[src/rtl/mem_pkg.sv]
// mem_pkg: shared width codes, FSM states and helper functions for the memory access unit
package mem_pkg;
  localparam logic [2:0] F3_B  = 3'b000;
  localparam logic [2:0] F3_H  = 3'b001;
  localparam logic [2:0] F3_W  = 3'b010;
  localparam logic [2:0] F3_BU = 3'b100;
  localparam logic [2:0] F3_HU = 3'b101;
  typedef enum logic [1:0] {IDLE, ACCESS, WAIT, DONE} state_t;
  function automatic logic is_err(input logic store, input logic [2:0] f3, input logic [1:0] off);
    return f3 == F3_B  ? 1'b0 :
           f3 == F3_H  ? off[0] :
           f3 == F3_W  ? |off :
           f3 == F3_BU ? store :
           f3 == F3_HU ? store | off[0] : 1'b1;
  endfunction
  function automatic logic [3:0] byte_en(input logic [2:0] f3, input logic [1:0] off);
    return f3 == F3_W ? 4'b1111 :
           f3 == F3_H ? 4'b0011 << off :
           f3 == F3_B ? 4'b0001 << off : 4'b0000;
  endfunction
  function automatic logic [31:0] store_lanes(input logic [2:0] f3, input logic [31:0] wdata);
    return f3 == F3_W ? wdata : f3 == F3_H ? {2{wdata[15:0]}} : {4{wdata[7:0]}};
  endfunction
endpackage

[src/rtl/mem_access_unit_if.sv]
// mem_access_unit_if: pipeline request/response handshake and data memory port
interface mem_access_unit_if;
  logic        req_valid;
  logic        req_ready;
  logic        req_store;
  logic [2:0]  req_funct3;
  logic [31:0] req_addr;
  logic [31:0] req_wdata;
  logic        resp_valid;
  logic        resp_ready;
  logic [31:0] resp_rdata;
  logic        resp_err;
  logic [3:0]  mem_we;
  logic [31:0] mem_addr;
  logic [31:0] mem_wdata;
  logic [31:0] mem_rdata;
  modport slave (
    input  req_valid, req_store, req_funct3, req_addr, req_wdata, resp_ready, mem_rdata,
    output req_ready, resp_valid, resp_rdata, resp_err, mem_we, mem_addr, mem_wdata
  );
  modport master (
    output req_valid, req_store, req_funct3, req_addr, req_wdata, resp_ready, mem_rdata,
    input  req_ready, resp_valid, resp_rdata, resp_err, mem_we, mem_addr, mem_wdata
  );
endinterface

[src/rtl/load_align.sv]
// load_align: picks the addressed byte/half from a memory word and extends it per funct3
module load_align
  import mem_pkg::*;
(
  input  logic [31:0] rdata,
  input  logic [1:0]  off,
  input  logic [2:0]  funct3,
  output logic [31:0] data
);
  logic [7:0]  b;
  logic [15:0] h;
  // lane select followed by sign/zero extension
  always_comb begin
    b = rdata[{off, 3'b000} +: 8];
    h = rdata[{off[1], 4'b0000} +: 16];
    data = funct3 == F3_B  ? {{24{b[7]}}, b} :
           funct3 == F3_H  ? {{16{h[15]}}, h} :
           funct3 == F3_BU ? {24'h0, b} :
           funct3 == F3_HU ? {16'h0, h} :
           funct3 == F3_W  ? rdata : '0;
  end
endmodule

[src/rtl/mem_access_unit.sv]
// mem_access_unit: RV32I load/store unit translating byte-addressed requests into word memory accesses
module mem_access_unit
  import mem_pkg::*;
(
  input logic clk,
  input logic rst_n,
  mem_access_unit_if.slave bus
);
  state_t      state, state_n;
  logic        store_q, err_q, accept, req_err;
  logic [2:0]  f3_q;
  logic [1:0]  off_q;
  logic [29:0] word_q;
  logic [31:0] wdata_q, rdata_q, aligned;
  assign accept  = state == IDLE && bus.req_valid;
  assign req_err = is_err(bus.req_store, bus.req_funct3, bus.req_addr[1:0]);
  load_align u_align (.rdata(bus.mem_rdata), .off(off_q), .funct3(f3_q), .data(aligned));
  // state register
  always_ff @(posedge clk) state <= !rst_n ? IDLE : state_n;
  // next-state: erroneous requests skip the memory entirely
  always_comb begin
    state_n = state;
    unique case (state)
      IDLE:    state_n = !bus.req_valid ? IDLE : req_err ? DONE : ACCESS;
      ACCESS:  state_n = store_q ? DONE : WAIT;
      WAIT:    state_n = DONE;
      DONE:    state_n = bus.resp_ready ? IDLE : DONE;
      default: state_n = IDLE;
    endcase
  end
  // request latch and registered response
  always_ff @(posedge clk) begin
    if (!rst_n) begin
      store_q <= 1'b0;
      err_q   <= 1'b0;
      f3_q    <= '0;
      off_q   <= '0;
      word_q  <= '0;
      wdata_q <= '0;
      rdata_q <= '0;
    end else if (accept) begin
      store_q <= bus.req_store;
      err_q   <= req_err;
      f3_q    <= bus.req_funct3;
      off_q   <= bus.req_addr[1:0];
      word_q  <= bus.req_addr[31:2];
      wdata_q <= bus.req_wdata;
      rdata_q <= '0;
    end else if (state == WAIT) begin
      rdata_q <= aligned;
    end else if (state == DONE && bus.resp_ready) begin
      err_q   <= 1'b0;
      rdata_q <= '0;
    end
  end
  assign bus.req_ready  = state == IDLE;
  assign bus.resp_valid = state == DONE;
  assign bus.resp_rdata = rdata_q;
  assign bus.resp_err   = err_q;
  assign bus.mem_addr   = (state == ACCESS || state == WAIT) ? {word_q, 2'b00} : '0;
  assign bus.mem_we     = (state == ACCESS && store_q) ? byte_en(f3_q, off_q) : '0;
  assign bus.mem_wdata  = (state == ACCESS && store_q) ? store_lanes(f3_q, wdata_q) : '0;
endmodule
[src/flat_wrapper.sv]
// flat-port wrapper written by rule: the top's interface ports become plain ports
module mem_access_unit_flat import mem_pkg::*;
  (clk, rst_n, bus_req_valid, bus_req_store, bus_req_funct3, bus_req_addr, bus_req_wdata, bus_resp_ready, bus_mem_rdata, bus_req_ready, bus_resp_valid, bus_resp_rdata, bus_resp_err, bus_mem_we, bus_mem_addr, bus_mem_wdata);
  mem_access_unit_if bus_i ();
  input logic clk;
  input logic rst_n;
  input wire logic [$bits(bus_i.req_valid)-1:0] bus_req_valid;
  input wire logic [$bits(bus_i.req_store)-1:0] bus_req_store;
  input wire logic [$bits(bus_i.req_funct3)-1:0] bus_req_funct3;
  input wire logic [$bits(bus_i.req_addr)-1:0] bus_req_addr;
  input wire logic [$bits(bus_i.req_wdata)-1:0] bus_req_wdata;
  input wire logic [$bits(bus_i.resp_ready)-1:0] bus_resp_ready;
  input wire logic [$bits(bus_i.mem_rdata)-1:0] bus_mem_rdata;
  output wire logic [$bits(bus_i.req_ready)-1:0] bus_req_ready;
  output wire logic [$bits(bus_i.resp_valid)-1:0] bus_resp_valid;
  output wire logic [$bits(bus_i.resp_rdata)-1:0] bus_resp_rdata;
  output wire logic [$bits(bus_i.resp_err)-1:0] bus_resp_err;
  output wire logic [$bits(bus_i.mem_we)-1:0] bus_mem_we;
  output wire logic [$bits(bus_i.mem_addr)-1:0] bus_mem_addr;
  output wire logic [$bits(bus_i.mem_wdata)-1:0] bus_mem_wdata;
  assign bus_i.req_valid = bus_req_valid;
  assign bus_i.req_store = bus_req_store;
  assign bus_i.req_funct3 = bus_req_funct3;
  assign bus_i.req_addr = bus_req_addr;
  assign bus_i.req_wdata = bus_req_wdata;
  assign bus_i.resp_ready = bus_resp_ready;
  assign bus_i.mem_rdata = bus_mem_rdata;
  assign bus_req_ready = bus_i.req_ready;
  assign bus_resp_valid = bus_i.resp_valid;
  assign bus_resp_rdata = bus_i.resp_rdata;
  assign bus_resp_err = bus_i.resp_err;
  assign bus_mem_we = bus_i.mem_we;
  assign bus_mem_addr = bus_i.mem_addr;
  assign bus_mem_wdata = bus_i.mem_wdata;
  mem_access_unit u_core (.clk(clk), .rst_n(rst_n), .bus(bus_i));
endmodule
[config.mk]
export PLATFORM = sky130hd
export DESIGN_NAME = mem_access_unit_flat
export DESIGN_NICKNAME = d
export VERILOG_FILES = /design/src/rtl/mem_pkg.sv /design/src/rtl/mem_access_unit_if.sv /design/src/rtl/load_align.sv /design/src/rtl/mem_access_unit.sv /design/src/flat_wrapper.sv
export SDC_FILE = /design/constraint.sdc
export NUM_CORES = 1
export LEC_CHECK = 0
export CAP_MARGIN = 20
export CORE_ASPECT_RATIO = 1.5
export CORE_MARGIN = 5
export CORE_UTILIZATION = 32
export CTS_BUF_LIST = sky130_fd_sc_hd__clkbuf_4 sky130_fd_sc_hd__clkbuf_8 sky130_fd_sc_hd__clkbuf_16
export DETAILED_ROUTE_END_ITERATION = 7
export GPL_TIMING_DRIVEN = 1
export SYNTH_ARGS = -nofsm -noshare
export SYNTH_HDL_FRONTEND = slang
export SYNTH_SLANG_ARGS = --single-unit
[constraint.sdc]
create_clock -name clk -period 2.1 [get_ports clk]
set_input_delay 0.315 -clock clk [delete_from_list [all_inputs] [get_ports clk]]
set_output_delay 0.315 -clock clk [all_outputs]
set_load 0.01 [all_outputs]
# --- Word-level counts from Yosys, hierarchy flattened ---
# Index checks and enable logic that the tools add are counted.
op_classes:
  eq_ne: 12
  n_shift: 4
  muxes: 28
  bitwise: 2
  n_reduce_logical: 12
op_table:
  columns: ["op", "count"]
  rows:
  - ["two-way mux 32 bit", 11]
  - ["variable part select 32 x 6 -> 16 bit", 1]
  - ["variable part select 32 x 6 -> 8 bit", 1]
  - ["two-way mux 4 bit", 4]
  - ["== test 3 bit, second input constant", 4]
  - ["two-way mux 1 bit", 9]
  - ["one-hot mux 2 bit (4 select lines)", 1]
  - ["== test 3 x 1 -> 1 bit, second input constant", 2]
  - ["== test 3 x 2 -> 1 bit, second input constant", 2]
  - ["zero test 3 bit", 2]
  - ["two-way mux 2 bit", 3]
  - ["== test 2 bit, second input constant", 2]
  - ["nonzero test 2 bit", 2]
  - ["OR reduction 2 bit", 2]
  - ["left shift 1 x 2 -> 4 bit, first input constant", 1]
  - ["left shift 2 x 2 -> 4 bit, first input constant", 1]
  - ["logical AND 1 bit", 3]
  - ["== test 2 x 1 -> 1 bit, second input constant", 1]
  - ["zero test 2 bit", 1]
  - ["!= test 2 x 1 -> 1 bit, second input constant", 1]
  - ["AND reduction 2 bit", 1]
  - ["logical OR 1 bit", 1]
  - ["NOT 1 bit", 1]
  - ["OR 1 bit", 1]
word_totals:
  ff_bits: 103
  inputBits: 104
  output_inout_bits: 103
  wordCells: 66

# --- Longest topological paths before layout ---
logic_depth:
  ltp_word: 9
  depth_mapped: 9
  depth_no_buf: 6

# --- Cells and area by module ---
# Synthesis repeated with hierarchy kept, for this count alone.
unflattened:
  hier_cells: 691
  hier_area_um2: 5323.9
modules_own_cells:
  columns: ["mod", "n_inst", "cells_each", "area_per_inst_um2", "seq_area_each_um2"]
  rows:
  - ["mem_access_unit", 1, 590, 4531.8, 2062.0]
  - ["load_align", 1, 101, 792.0, 0.0]

# --- Worst setup path before layout ---
# Ideal clock, no wire load.
synth_timing:
  path_kind: "register to output"
  startpoint: "reg u_core.f3_q[2]"
  endpoint: "out bus_mem_wdata[29]"
  t_arrival_ps: 1526
  slack_ps: 259
  path_stages_with_launch: 6
  path_cell_list: "dfxtp_1 > buf_2 > nor3b_2 > clkbuf_1 > nand2_1 > a311oi_1"
synth_via:
  elab_chain_cells: 4
  word_cells_on_any_way: 5
  classes_between: "eq/ne (2); mux (3)"
synth_lines:
  columns: ["element", "line_no", "source"]
  rows:
  - ["start: declaration", "mem_access_unit.sv:11", "logic [2:0] f3_q;"]
  - ["start signal: assignment", "mem_access_unit.sv:44", "f3_q <= bus.req_funct3;"]
  - ["== test 3 x 1 -> 1 bit", "mem_pkg.sv:22", "return f3 == F3_W ? wdata : f3 == F3_H ? {2{wdata[15:0]}} : {4{wdata[7:0]}};"]
  - ["two-way mux 32 bit", "mem_pkg.sv:22", null]
  - ["two-way mux 32 bit *", "mem_pkg.sv:22", null]
  - ["two-way mux 32 bit *", "mem_access_unit.sv:62", "assign bus.mem_wdata = (state == ACCESS && store_q) ? store_lanes(f3_q, wdata_q) : '0;"]
  - ["end: declaration", "flat_wrapper.sv:20", "output wire logic [$bits(bus_i.mem_wdata)-1:0] bus_mem_wdata;"]
# Mark *: on every way between the ends. The rest lies on a longest branch, timed or not.

# --- Worst setup path in the final report ---
layout_timing:
  startpoint: "reg u_core.f3_q[2]"
  endpoint: "out bus_mem_wdata[27]"
# Same word-level chain as after synthesis.

==> run_results.csv <==
group,metric,value,unit
synthesis,synth.avg_cell_area,8.01,µm²
worst_setup_path,worstSetupStartpointType,"flip-flop",
sta,post-route-period-util,98.9,%
worst_setup_path,critPathKind,"flip-flop to primary output",
synthesis,ys_warn_count,0,
grt,grt_max_degree,66,
placement,dpl.hpwl,14.4,mm
floorplan,ioPinCount,207,
route,vias,5498,
sta,setup_ws,0.0231,ns
cts,worstSkewPairLatency,0.35,ns
cts,clock-root-buffer,"clkbuf_16",
route,ant_nets,0,
finish,layout.area.seq,2070,µm²
grt,grt_pass1_wl,29.6,mm
finish,fillers,1627,
pwr,p_int,3.63,mW
cts,cts_tree,"done",
grt,antenna_found_initial,2,
route,firstDrtPassIters,5,
sta,holdWs,0.294,ns
cts,htree_levels,3,
finish,finish.net_count,980,
finish,area_growth,53.3,%
placement,place_ws,-0.104,ns
min_path,hold_path.class,"input port to flip-flop",
worst_setup_path,endpoint_kind,"primary output",
worst_setup_path,cp_cell_sequence,"nor2_1 > nand2_1 > buf_6 > buf_4 > a311oi_2 > clkdlybuf4s15_2",
synthesis,synth.distinct_cells,40,
worst_setup_path,slowest_delay,0.38,ns
route,viasPerCell,5.09,
worst_setup_path,critPathMaxFanout,12,
pwr,pwr_density_cell,637,nW/µm²
grt,gr-usage-all-layers,19.4,%
route,drc,0,
synthesis,yosys_register_bits,103,
grt,grt_pass1_vias,5709,
cts,cts_hold_buffers,0,
pwr,p_sw_share,29.1,%
finish,utilization,49.7,%
worst_setup_path,arrival,1.76,ns
run,maxCapViolCount,0,
placement,gp_congestion,0.841,
finish,multiInputGateArea,3080,µm²
floorplan,fp.dieH,167,µm
synthesis,ys_seq_area_share,39.3,%
pwr,ir_drop,0.355,mV
worst_setup_path,slowest_stage,"dfxtp_4",
pwr,p_leak,3.30,nW
route,avgRoutedWirePerCell,17.8,µm
synthesis,syn_area,5250,µm²
pwr,total_power,5.12,mW
worst_setup_path,cp_num_buf_inv,3,
sta,final-max-slew-violation-count,0,
route,wl,19.3,mm
cts,clockBufferDepth,2,
worst_setup_path,crit_family,"buffers and inverters",
floorplan,row_count,57,
grt,grt_overflow,0,
cts,cts.sinks,103,
sta,relSlewSlack,53.2,%
worst_setup_path,cp_data_required_time,1.78,ns
sta,finalCriticalPeriod,2.08,ns
sta,fmax,481,MHz
floorplan,initial_utilization,32.4,%
sta,hold_viol,0,
floorplan,core,16200,µm²
cts,clk_pin_slew,0.07,ns
sta,finalSetupViolCount,0,
placement,io_buffers,204,
route,drtIter0Drc,291,
floorplan,die_w,115,µm
outcome,status,"complete, no violations",
sta,worst_slew_pin_slew,0.701,ns
pwr,pwr-share-clk,33.2,%
pwr,seq_power_share,42.4,%
sta,finClkSkew,0.0113,ns
pwr,combPwrFrac,24.4,%
pwr,p_sw,1.49,mW
synthesis,netlist_instances,655,
cts,numCtsBuffers,9,
finish,final_layout_size_suffix_gt1_share,17.7,%
floorplan,die_area,19100,µm²
==> timing repair <==
item	in CTS	in global routing
gates cloned	2	1
endpoints found under the setup margin	67	30
resized for setup	197	31
buffers inserted	0	2
pin swaps	2	1
==> layout make-up <==
cell class | count | share of cell area, %
multi-input combinational | 493 | 38.3
timing repair buffer | 254 | 28.6
sequential | 103 | 25.8
clock buffer | 12 | 3.31
tap | 206 | 3.21
clock inverter | 4 | 0.436
inverter | 6 | 0.311
antenna | 2 | 0.0622
==> registers in the layout, indices dropped and copies added, names as in the netlist <==
signal                 cells
u_core.word_q             30
u_core.state               2
u_core.wdata_q            32
u_core.off_q               2
u_core.f3_q                3
u_core.store_q             1
u_core.bus.resp_rdata     32
u_core.bus.resp_err        1
==> cells in the final DEF, fill, tap and decap left out, types with 22 or more instances in the layout <==
master           Yosys  routed
nand2_1            187     184
clkdlybuf4s50_1      0     137
dfxtp_1            103      97
a21boi_0            69      69
buf_4                3      39
a21oi_1             40      33
buf_2                8      33
and2_1              32      30
dlygate4sd2_1        0      25
nor2_1              22      22
==> worst paths after layout <==
path	end	start	slack (ns)	cells past startpoint
max reg2reg	u_core.bus.resp_rdata[22]	u_core.state[0]	0.17	6
min reg2reg	u_core.word_q[8]	u_core.word_q[8]	0.46	2
max	bus_mem_wdata[27]	u_core.f3_q[2]	0.02	6
min	u_core.state[0]	rst_n	0.29	2
==> cell usage after synthesis <==
cell / count / area, µm²
o21ai_0: 19 / 95.1
o31ai_1: 1 / 7.51
nor2_1: 22 / 82.6
a21oi_1: 40 / 200
and3_1: 9 / 56.3
dfxtp_1: 103 / 2060
ha_1: 9 / 113
nand2b_1: 4 / 25.0
conb_1: 1 / 3.75
a211oi_1: 2 / 15.0
a211o_1: 15 / 131
clkbuf_1: 41 / 154
o32ai_1: 1 / 8.76
a22o_1: 9 / 78.8
buf_1: 1 / 3.75
nor3_2: 1 / 10.0
nand2_1: 187 / 702
nor3b_4: 1 / 18.8
nor3b_2: 2 / 25.0
buf_4: 3 / 22.5
a311oi_1: 8 / 70.1
or2_2: 1 / 6.26
a221oi_1: 1 / 8.76
clkinv_1: 1 / 3.75
nor4_1: 1 / 6.26
buf_6: 1 / 11.3
a21boi_0: 69 / 518
mux2i_1: 9 / 90.1
o21a_1: 1 / 7.51
nor2b_1: 17 / 106
o22ai_1: 7 / 43.8
inv_1: 5 / 18.8
nand4b_1: 2 / 17.5
nand3_1: 1 / 5.00
and2_1: 32 / 200
a221o_1: 7 / 70.1
or4_1: 1 / 7.51
buf_2: 8 / 40.0
mux4_2: 8 / 180
nor3_1: 4 / 20.0
==> routing by layer <==
| metal | GRT usage (%) | wire length [µm] |
|---|---|---|
| met1 | 21.3 | 7110 |
| met4 | 7.24 | 525 |
| met5 | 0 | 0 |
| met3 | 3.81 | 1100 |
| met2 | 36.0 | 10500 |
==> through the flow <==
stage	cell area, µm²	std cells	setup TNS [ns]
finish	8040	1080	0
global route	8040	1080	-0.0354
CTS	8070	1075	-0.0290
detailed placement	7720	1057	-0.408
global placement	7720	1057	-0.119
floorplan	5250	656	0
==> power groups by stage <==
stage	clock network [mW]	registers (mW)	logic (mW)
final	1.70	2.17	1.25
after floorplan	0	2.21	0.570
after global routing	1.82	2.18	1.36
after CTS	1.76	2.17	1.25
after detailed placement	0	2.21	1.20
after global placement	0	2.21	1.18
==> cells by family (layout without fill, tap and decap cells) <==
kind of cell | after synthesis | after routing | synth area share (%)
buffers and inverters | 60 | 276 | 4.84
AND/OR/NAND/NOR | 285 | 285 | 24.6
AO/OA/AOI/OAI | 180 | 180 | 23.9
flip-flops | 103 | 103 | 39.3
multiplexers | 17 | 17 | 5.15
adder cells (fa/ha/maj) | 9 | 9 | 2.15
other | 1 | 4 | 0.0715
(Power assumes the default switching activity.)
==> RTL edit, RTL diff (config.mk and constraints unchanged) <==
Re-encode `state_t` (4 states) as one-hot, 4 bits wide.
--- a/src/rtl/mem_pkg.sv
+++ b/src/rtl/mem_pkg.sv
@@ -5,7 +5,7 @@
   localparam logic [2:0] F3_W  = 3'b010;
   localparam logic [2:0] F3_BU = 3'b100;
   localparam logic [2:0] F3_HU = 3'b101;
-  typedef enum logic [1:0] {IDLE, ACCESS, WAIT, DONE} state_t;
+  typedef enum logic [3:0] {IDLE = 4'b0001, ACCESS = 4'b0010, WAIT = 4'b0100, DONE = 4'b1000} state_t;
   function automatic logic is_err(input logic store, input logic [2:0] f3, input logic [1:0] off);
     return f3 == F3_B  ? 1'b0 :
            f3 == F3_H  ? off[0] :
Check against the original RTL: no difference found for any inputs over 10 cycles, from zero or initial values and one cycle with rst_n low; not proved beyond that.
==> RTL edit against the original RTL <==
Register-to-register slack improved by 0.08 ns. Routed wire length increased by 0.64%. Non-clock buffer count increased by 28. Combinational power decreased by 5%. Setup slack got worse by 0.016 ns. Total power increased by 2.9%. Fmax decreased by 0.76%. Sequential cell count increased by 2. Design area increased by 3.8%. Synthesized area increased by 2.7%. Clock skew decreased by 0.0017 ns. Final cell count increased by 5.0%. Count of clock-buffer cells in the layout decreased by 2. Largest cell class unchanged.
==> RTL edit: results (changes against the original RTL) <==
- The data arrival time of the worst path was 1.78 ns (was 1.76 ns).
* Worst-case vdd ir drop: 480.2 uV (was 355.1 uV)
* Number of antenna repair diodes: 0 (was 2)
* Cell count after synthesis: 683 (was 655)
- The delay of the slowest critical-path stage was 0.33 ns (was 0.38 ns).
- Pin count of the biggest net entering global routing: 47 (was 66)
- Final HPWL from detailed placement: 14,230 um (was 14,390 um)
- The hold slack is 0.3064 ns (was 0.2941 ns).
- The post-route worst setup slack is 0.007121 ns (was 0.02313 ns).
- The largest driver fanout on the critical path came to 4 (was 12).
* Sequential-to-total area share from yosys stat: 0.3902 (was 0.3930)
* Fraction of final layout cells sized beyond drive strength 1: 0.2045 (was 0.1766)
* Fillcell total: 1,677 (was 1,627)
- The setup clock skew after layout was 0.009601 ns (was 0.01132 ns).
- Status: complete, no violations (unchanged)
- The final instance count without filler cells is 1,134 (was 1,080).
* Commonest cells post-synth: sky130_fd_sc_hd__nand2_1, sky130_fd_sc_hd__dfxtp_1, sky130_fd_sc_hd__a21boi_0, sky130_fd_sc_hd__clkbuf_1 (was sky130_fd_sc_hd__nand2_1, sky130_fd_sc_hd__dfxtp_1, sky130_fd_sc_hd__a21boi_0, sky130_fd_sc_hd__clkbuf_1, sky130_fd_sc_hd__a21oi_1)
- The initial DRC count is 300 (was 291).
- The global-route total usage across every layer came to 0.1959 (was 0.1942).
- Via total after detailed routing: 5,641 (was 5,498)
- Wire length per cell: 17.10 um (was 17.84 um)
- The leakage power came to 3.346 nW (was 3.302 nW).
* Slowest stage cell, crit path: sky130_fd_sc_hd__dfxtp_2 (was sky130_fd_sc_hd__dfxtp_4)
- Max transition margin: 0.6583 (was 0.5320)
* Detailed Routing Iterations Pass 1: 4 (was 5)
* First-pass GRT wire length: 30,060 um (was 29,570 um)
- Global placer's final weighted congestion: 0.8606 (was 0.8411)
* Core utilization of the finished layout: 0.5000 (was 0.4966)
- Antenna violations before repair: 0 (was 2)
- The count of unique library cells instantiated by Yosys came to 57 (was 40).
[RTL edit: cell count changes after synthesis, sizes merged, moves of 7 or more]
cell   delta
nand3     +7
a221o     +9
a21oi    -11
nor2b     -7
a211o    -14
nor2     +10
[RTL edit: power breakdown]
part / internal [mW] / leakage, nW / switching, mW
logic: 0.560 / 2.32 / 0.626
clock network: 1.10 / 0.164 / 0.801
registers: 2.12 / 0.858 / 0.0730
total: 3.77 / 3.35 / 1.50
[RTL edit: final timing paths]
check / startpoint / endpoint / cells past startpoint
worst max-delay path: u_core.state[0] / bus_mem_wdata[31] / 7
worst min-delay path: rst_n / u_core.wdata_q[26] / 2
worst max register to register: u_core.state[3] / u_core.bus.resp_rdata[20] / 6
worst min register to register: u_core.bus.resp_rdata[0] / u_core.bus.resp_rdata[0] / 2
[RTL edit: stage by stage]
stage / TNS (ns) / power (mW)
global route: -0.5543 / 5.550
detailed placement: -1.613 / 3.379
global placement: -1.465 / 3.372
finish: 0 / 5.274
CTS: -0.01533 / 5.338
floorplan: 0 / 2.820
[RTL edit: area by class of cell]
cell class	count	area share
Clock buffer	10	0.02864
Clock inverter	6	0.01139
Tap cell	210	0.03148
Multi-Input combinational cell	514	0.3729
Sequential cell	105	0.2529
Timing Repair Buffer	282	0.2996
Inverter	7	0.003148
[RTL edit: timing repair]
action	CTS	global route
setup endpoints to repair	68	45
gates resized for setup	269	25
hold buffers	0	0
gates cloned	2	1
buffers inserted	8	1
pin swaps	8	3
[RTL edit: kinds of logic after synthesis]
logic type,after synthesis,share of synthesized area
simple gates,314,0.2722
compound gates,183,0.2504
flops,105,0.3902
buf+inv,65,0.05248
mux,10,0.02322
fa+ha+maj,4,0.009290
other cells,1,0.0006960
xor+xnor,1,0.001626
[RTL edit: per-layer routing]
| layer | track usage | share of wire | vias up |
|---|---|---|---|
| li1 | - | - | 2828 |
| met1 | 0.2265 | 0.39 | 2625 |
| met2 | 0.3465 | 0.51 | 160 |
| met3 | 0.04256 | 0.064 | 28 |
| met4 | 0.07622 | 0.030 | 0 |
| met5 | 0 | 0 | - |
